`src/rtl/elastic_pipe_stage.sv`:
```
// Elastic valid/ready pipeline register: DEPTH-entry circular buffer with
// synchronous flush and a saturating back-pressure cycle counter.
module elastic_pipe_stage #(
    parameter int WIDTH = 32,
    parameter int DEPTH = 2,
    parameter int CNT_W = 32,
    localparam int AW   = $clog2(DEPTH),
    localparam int CW   = AW + 1
) (
    input  logic             clk,
    input  logic             reset,
    input  logic             flush,
    input  logic             in_valid,
    output logic             in_ready,
    input  logic [WIDTH-1:0] in_data,
    output logic             out_valid,
    input  logic             out_ready,
    output logic [WIDTH-1:0] out_data,
    output logic [CW-1:0]    count,
    output logic [CNT_W-1:0] stall_cycles
);

    localparam logic [CW-1:0]    FULL_COUNT = CW'(DEPTH);
    localparam logic [CNT_W-1:0] STALL_MAX  = '1;

    logic [WIDTH-1:0] r_mem [DEPTH];
    logic [AW-1:0]    r_wr_ptr;
    logic [AW-1:0]    r_rd_ptr;
    logic [CW-1:0]    r_count;
    logic [CNT_W-1:0] r_stall;

    logic w_in_ready;
    logic w_out_valid;
    logic w_push;
    logic w_pop;

    // Ready is a pure function of occupancy, so there is no comb path from out_ready.
    assign w_in_ready  = (r_count < FULL_COUNT);
    assign w_out_valid = (r_count != '0);
    assign w_push      = in_valid & w_in_ready;
    assign w_pop       = w_out_valid & out_ready;

    assign in_ready     = w_in_ready;
    assign out_valid    = w_out_valid;
    assign out_data     = w_out_valid ? r_mem[r_rd_ptr] : '0;
    assign count        = r_count;
    assign stall_cycles = r_stall;

    always_ff @(posedge clk) begin
        if (reset && !flush && w_push) begin
            r_mem[r_wr_ptr] <= in_data;
        end
    end

    always_ff @(posedge clk) begin
        if (!reset || flush) begin
            r_wr_ptr <= '0;
            r_rd_ptr <= '0;
            r_count  <= '0;
        end else begin
            if (w_push) begin
                r_wr_ptr <= r_wr_ptr + AW'(1);
            end
            if (w_pop) begin
                r_rd_ptr <= r_rd_ptr + AW'(1);
            end
            case ({w_push, w_pop})
                2'b10:   r_count <= r_count + CW'(1);
                2'b01:   r_count <= r_count - CW'(1);
                default: r_count <= r_count;
            endcase
        end
    end

    // Flush leaves the performance counter alone; only reset clears it.
    always_ff @(posedge clk) begin
        if (!reset) begin
            r_stall <= '0;
        end else if (!flush && w_out_valid && !out_ready && (r_stall != STALL_MAX)) begin
            r_stall <= r_stall + CNT_W'(1);
        end
    end

endmodule
```
`config.mk`:
```
export PLATFORM = sky130hd
export DESIGN_NAME = elastic_pipe_stage
export DESIGN_NICKNAME = d
export VERILOG_FILES = /design/src/rtl/elastic_pipe_stage.sv
export SDC_FILE = /design/constraint.sdc
export NUM_CORES = 1
export LEC_CHECK = 0
export ABC_AREA = 0
export CAP_MARGIN = 10
export CELL_PAD_IN_SITES_DETAIL_PLACEMENT = 1
export CELL_PAD_IN_SITES_GLOBAL_PLACEMENT = 2
export CORE_MARGIN = 1.5
export CORE_UTILIZATION = 30
export CTS_BUF_LIST = sky130_fd_sc_hd__clkbuf_8
export CTS_CLUSTER_SIZE = 25
export DETAILED_ROUTE_END_ITERATION = 8
export PLACE_DENSITY = 0.82
export SLEW_MARGIN = 20
export SYNTH_ARGS = -nofsm -noshare
export SYNTH_HDL_FRONTEND = slang
export SYNTH_SLANG_ARGS = --single-unit
```
`constraint.sdc`:
```
create_clock -name clk -period 3.47 [get_ports clk]
set_input_delay 0.5205 -clock clk [delete_from_list [all_inputs] [get_ports clk]]
set_output_delay 0.5205 -clock clk [all_outputs]
set_load 0.005 [all_outputs]
```
## Word level (Yosys, flattened, before mapping)

Memory sizes are Yosys's and may differ from the RTL's. A register that Yosys moved wholly into a read port is not among the register bits.
Cells that the tools add are included.
Widths: inputs -> output; s select.

- $add $sub $neg: 5
- $lt $le $gt $ge: 1
- Eq/ne operators: 3
- Mux-type cells: 6
- Bitwise logic cells: 2
- Reduce and logical (&&, ||, !) cells: 11

Operators by type and width:

| kind | number |
|---|---|
| $add 32x1->32 const B | 1 |
| $mux 32 | 1 |
| $ne 32x32->1 const B | 1 |
| $logic_and 1x1->1 | 5 |
| $mux 1 | 4 |
| $pmux 2 s2 | 1 |
| $reduce_bool 2->1 | 2 |
| $logic_not 1->1 | 3 |
| $add 1x1->1 const B | 2 |
| $add 2x1->2 const B | 1 |
| $and 1x1->1 | 2 |
| $eq 2x1->1 const B | 1 |
| $eq 2x2->1 const B | 1 |
| $lt 2x2->1 const B | 1 |
| $sub 2x1->2 const B | 1 |
| $logic_or 1x1->1 | 1 |

- Register bits after elaboration: 36
- Memory bits (writable): 64
- Bits of input ports: 37
- Word-level logic and storage cells: 33
- Memories kept: 1

Memories:

| name | words | bits a word | rd ports | clocked after memory_dff | wr ports | line | text |
|---|---|---|---|---|---|---|---|
| r_mem | 2 | 32 | 1 | 1 | 1 | 26 | `logic [WIDTH-1:0] r_mem [DEPTH];` |

## Longest topological paths before layout

- Depth after elaboration: 5
- Depth in mapped cells: 7

## Least setup slack after synthesis

Ideal clock, no wire load.

- Kind: input to register
- From: in flush
- To: mem r_mem[0][0] (enable)
- Setup time: 0.461 ns
- Arrival time: 2.956 ns
- Path slack: 0.052 ns
- Stages on the path: 2
- Buffers on the path: 0
- Cell sequence: nand2b_1 nor3_1

- Longest elaborated chain between the ends: 5

RTL lines:

| element | line | text |
|---|---|---|
| start, declared | 12 | `input logic flush,` |
| $logic_not 1->1 | 50 | `if (reset && !flush && w_push) begin` |
| $logic_and 1x1->1 (2 in series) | 50 |  |
| $mux 1 | 50 |  |
| $mux 1 (not written as such) | 51 | `r_mem[r_wr_ptr] <= in_data;` |
| end, declared | 26 |  |

No other way between the ends.

==> impl_metrics.py <==
metrics = {
    "setup_path": {
        "data_arrival_time_of_the_critical_path_ns": 2.11,
        "worstPathCellList": "buf_4 > mux2i_1 > nor2_1 > clkdlybuf4s50_1",
        "worst_setup_path_end_kind": "primary output",
        "timing.critical_path.required_ns": 2.95,
        "cp-start-kind": "flip-flop",
        "worstSetupPathType": "reg -> out",
        "cp_max_fo": 15,
        "delay_contributed_by_the_slowest_stage_of_the_critical_path_ns": 0.65,
        "crit_slowest_cell": "sky130_fd_sc_hd__dfxtp_2",
    },
    "pwr": {
        "static-leakage-power_nw": 1.83,
        "ir_drop_mv": 0.152,
        "power_density_nw_per_um2": 389,
    },
    "sta": {
        "worst_pin_slew_ns": 0.750,
        "fmax_ghz": 0.379,
        "min_period_over_period_pct": 75.9,
        "setup_slack_ns": 0.835,
        "setup-tns-final_ns": 0,
        "timing.final.max_slew_violations": 0,
        "unrepaired_setup_endpoints_after_global_routing": "false",
        "final_hold_viol_count": 0,
        "fin_hold_ws_ns": 0.519,
        "finClkSkew_ns": 0.0144,
        "slew_limit_headroom_pct": 49.9,
        "report.final.setup_viol": 0,
        "final_period_minus_worst_setup_slack_ns": 2.64,
    },
    "detailed_routing": {
        "drt_first_pass_iters": 4,
        "detail_route.drc_violations": 0,
        "drt_iter0_markers": 176,
        "routed_wire_length_per_instance_um": 17.2,
        "via_per_inst": 4.96,
        "vias": 3240,
        "wl_um": 11300,
        "route.antenna.remaining_nets": 0,
    },
    "yosys": {
        "fraction_of_synthesis_flops_using_an_asynchronous_set_or_reset_pin_pct": 0,
        "synthDistinctLibCells": 44,
        "postSynthAreaPerCell_sq_um": 11.9,
        "mappedNetlistArea_sq_um": 4330,
        "post-synth-top-area-fraction_pct": 44.4,
        "synth_flop_cell": "sky130_fd_sc_hd__edfxtp_1",
        "synth_top_area_cell": "sky130_fd_sc_hd__edfxtp_1",
        "netlist_instances": 363,
        "postSynthNetCount": 402,
        "most_area_consuming_cells_after_synthesis": "sky130_fd_sc_hd__edfxtp_1 (44%), sky130_fd_sc_hd__dfxtp_1 (17%), sky130_fd_sc_hd__mux2i_1 (9.5%)",
        "synth-seq-area-share_pct": 61.5,
        "synth_seq_cells": 101,
        "synth-edff-count": 64,
        "yosysWarnings": 0,
    },
    "grt": {
        "met3_usage_pct": 4.98,
        "grt_remaining_overflow": 0,
        "gr_met2_demand_resource_pct": 26.0,
        "first_global_vias": 3394,
        "grt_start_max_net_pins": 34,
        "first_pass_grt_wire_length_um": 17500,
        "gr_peak_layer": "met2",
        "initial_antenna_violation_count": 0,
        "use_met1_pct": 17.7,
        "globalRouteTotalUtil_pct": 15.3,
    },
    "outcome": {
        "status": "finished clean",
    },
    "clock_network": {
        "worst_skew_pair.late_latency_ns": 0.39,
        "cts_num_sinks": 101,
        "cts-buffers-inserted": 9,
        "cts-htree-levels": 3,
        "cts_hold_buffers": 0,
        "cts-root-to-sink-buffers": 2,
        "ctsResizeCount": 0,
        "cts_tree": "yes",
        "clkTransAtPathRegs_ns": 0.10,
        "clock_tree.root_cell": "sky130_fd_sc_hd__clkbuf_8",
        "post_cts.repair.setup_buffers": 0,
    },
    "placed_design": {
        "gpl.final_weighted_congestion": 0.709,
        "dp_hpwl_um": 7750,
        "dpl-instance-area_sq_um": 5590,
        "buffer_ports.inserted": 104,
        "dp_slack_ns": 0.900,
    },
    "cells_and_area": {
        "layout.nets": 508,
        "share_of_final_layout_standard_cells_stronger_than_drive_strength_1_pct": 7.19,
        "antenna_fix_cells": 0,
        "area_delta_synth_final_pct": 33.6,
        "layout.core_utilization_pct": 41.4,
        "post-route-cell-area_sq_um": 5790,
    },
    "floorplanning": {
        "die_area_sq_um": 15200,
        "std_cell_core_area_sq_um": 14000,
        "die_width_um": 123,
        "start_util_pct": 31.0,
        "fp.dieH_um": 123,
        "floorplan.io_pins": 105,
        "placementRows": 43,
    },
    "run": {
        "cap_violations": 0,
    },
    "hold_path": {
        "worstHoldPathType": "reg -> reg",
    },
}
metal layers:
| metal | routed length, um | share of wire [%] |
|---|---|---|
| met5 | 0 | 0 |
| met4 | 210 | 1.9 |
| met3 | 797 | 7.1 |
| met2 | 5410 | 48 |
| met1 | 4850 | 43 |
cell usage after synthesis (4+ instances only):
cell,instances
sky130_fd_sc_hd__nand4_1,9
sky130_fd_sc_hd__dfxtp_1,37
sky130_fd_sc_hd__or3_1,10
sky130_fd_sc_hd__xnor2_1,10
sky130_fd_sc_hd__a31oi_1,4
sky130_fd_sc_hd__nand3_1,15
sky130_fd_sc_hd__a21oi_1,13
sky130_fd_sc_hd__and4_1,6
sky130_fd_sc_hd__inv_1,9
sky130_fd_sc_hd__nand2b_1,8
sky130_fd_sc_hd__nor2_1,48
sky130_fd_sc_hd__and3_1,5
sky130_fd_sc_hd__nand2_1,22
sky130_fd_sc_hd__o21ai_0,7
sky130_fd_sc_hd__mux2i_1,41
sky130_fd_sc_hd__or4_1,4
sky130_fd_sc_hd__o31ai_1,4
sky130_fd_sc_hd__clkbuf_1,8
sky130_fd_sc_hd__edfxtp_1,64
per-stage QoR:
step                power (mW)  std cells
floorplan                 1.39        363
global placement          1.50        638
detailed placement        1.51        638
CTS                       2.28        653
global route              2.34        653
finish                    2.25        653
report_power, final:
group          total (mW)  switching, mW  internal, mW  leakage, nW
Combinational       0.178         0.0793        0.0982        0.856
Clock               0.770          0.433         0.337       0.0963
Sequential           1.30        0.00858          1.29        0.880
logic make-up after synthesis:
logic type	after synthesis	share of synthesized area, %
simple gates	141	17.2
flops	101	61.5
compound gates	42	6.47
mux	41	9.47
buf+inv	24	2.34
xor+xnor	12	2.43
fa+ha+maj	2	0.578
final timing paths:
kind | slack, ns | to | depth (start not counted) | start
worst max-delay path | 0.83 | out_data[2] | 4 | flip-flop
worst min register to register | 0.52 | stall_cycles[31] | 2 | stall_cycles[31]
worst min-delay path | 0.52 | stall_cycles[31] | 2 | stall_cycles[31]
worst max register to register | 1.05 | stall_cycles[30] | 5 | stall_cycles[15]
sequential cells by signal (all words and copies together) (netlist names), named ones only:
register / count
count: 2
r_mem: 64
r_rd_ptr: 1
r_wr_ptr: 1
stall_cycles: 32
layout make-up:
class                           count  area [sq um]
Inverter                            9          33.8
Fill cell                        1528          8200
Clock buffer                        9           124
Sequential cell                   101          2660
Timing Repair Buffer              110          1090
Multi-Input combinational cell    238          1580
Clock inverter                      6          72.6
Tap cell                          180           225
critical path: cells and delay by family, from the launching register on:
family / cells / cell delay [ns]
buf+inv: 2 / 0.80
flops: 1 / 0.65
mux: 1 / 0.22
simple gates: 1 / 0.06
layout by cell type, fill, tap and decap left out, types with 3 or more instances in the layout:
| cell | instances |
|---|---|
| sky130_fd_sc_hd__nand2_1 | 22 |
| sky130_fd_sc_hd__xnor2_1 | 10 |
| sky130_fd_sc_hd__a21oi_1 | 13 |
| sky130_fd_sc_hd__buf_4 | 6 |
| sky130_fd_sc_hd__nand2b_1 | 8 |
| sky130_fd_sc_hd__clkbuf_8 | 9 |
| sky130_fd_sc_hd__or3_1 | 10 |
| sky130_fd_sc_hd__dfxtp_1 | 36 |
| sky130_fd_sc_hd__clkdlybuf4s50_1 | 104 |
| sky130_fd_sc_hd__and4_1 | 6 |
| sky130_fd_sc_hd__or4_1 | 4 |
| sky130_fd_sc_hd__inv_1 | 9 |
| sky130_fd_sc_hd__o31ai_1 | 4 |
| sky130_fd_sc_hd__nand4_1 | 9 |
| sky130_fd_sc_hd__a211oi_1 | 3 |
| sky130_fd_sc_hd__nor2_1 | 47 |
| sky130_fd_sc_hd__mux2i_1 | 41 |
| sky130_fd_sc_hd__edfxtp_1 | 64 |
| sky130_fd_sc_hd__o21ai_0 | 7 |
| sky130_fd_sc_hd__and3_1 | 5 |
| sky130_fd_sc_hd__a31oi_1 | 4 |
| sky130_fd_sc_hd__o21ai_1 | 3 |
| sky130_fd_sc_hd__nand3_1 | 15 |
(Power assumes the default switching activity.)
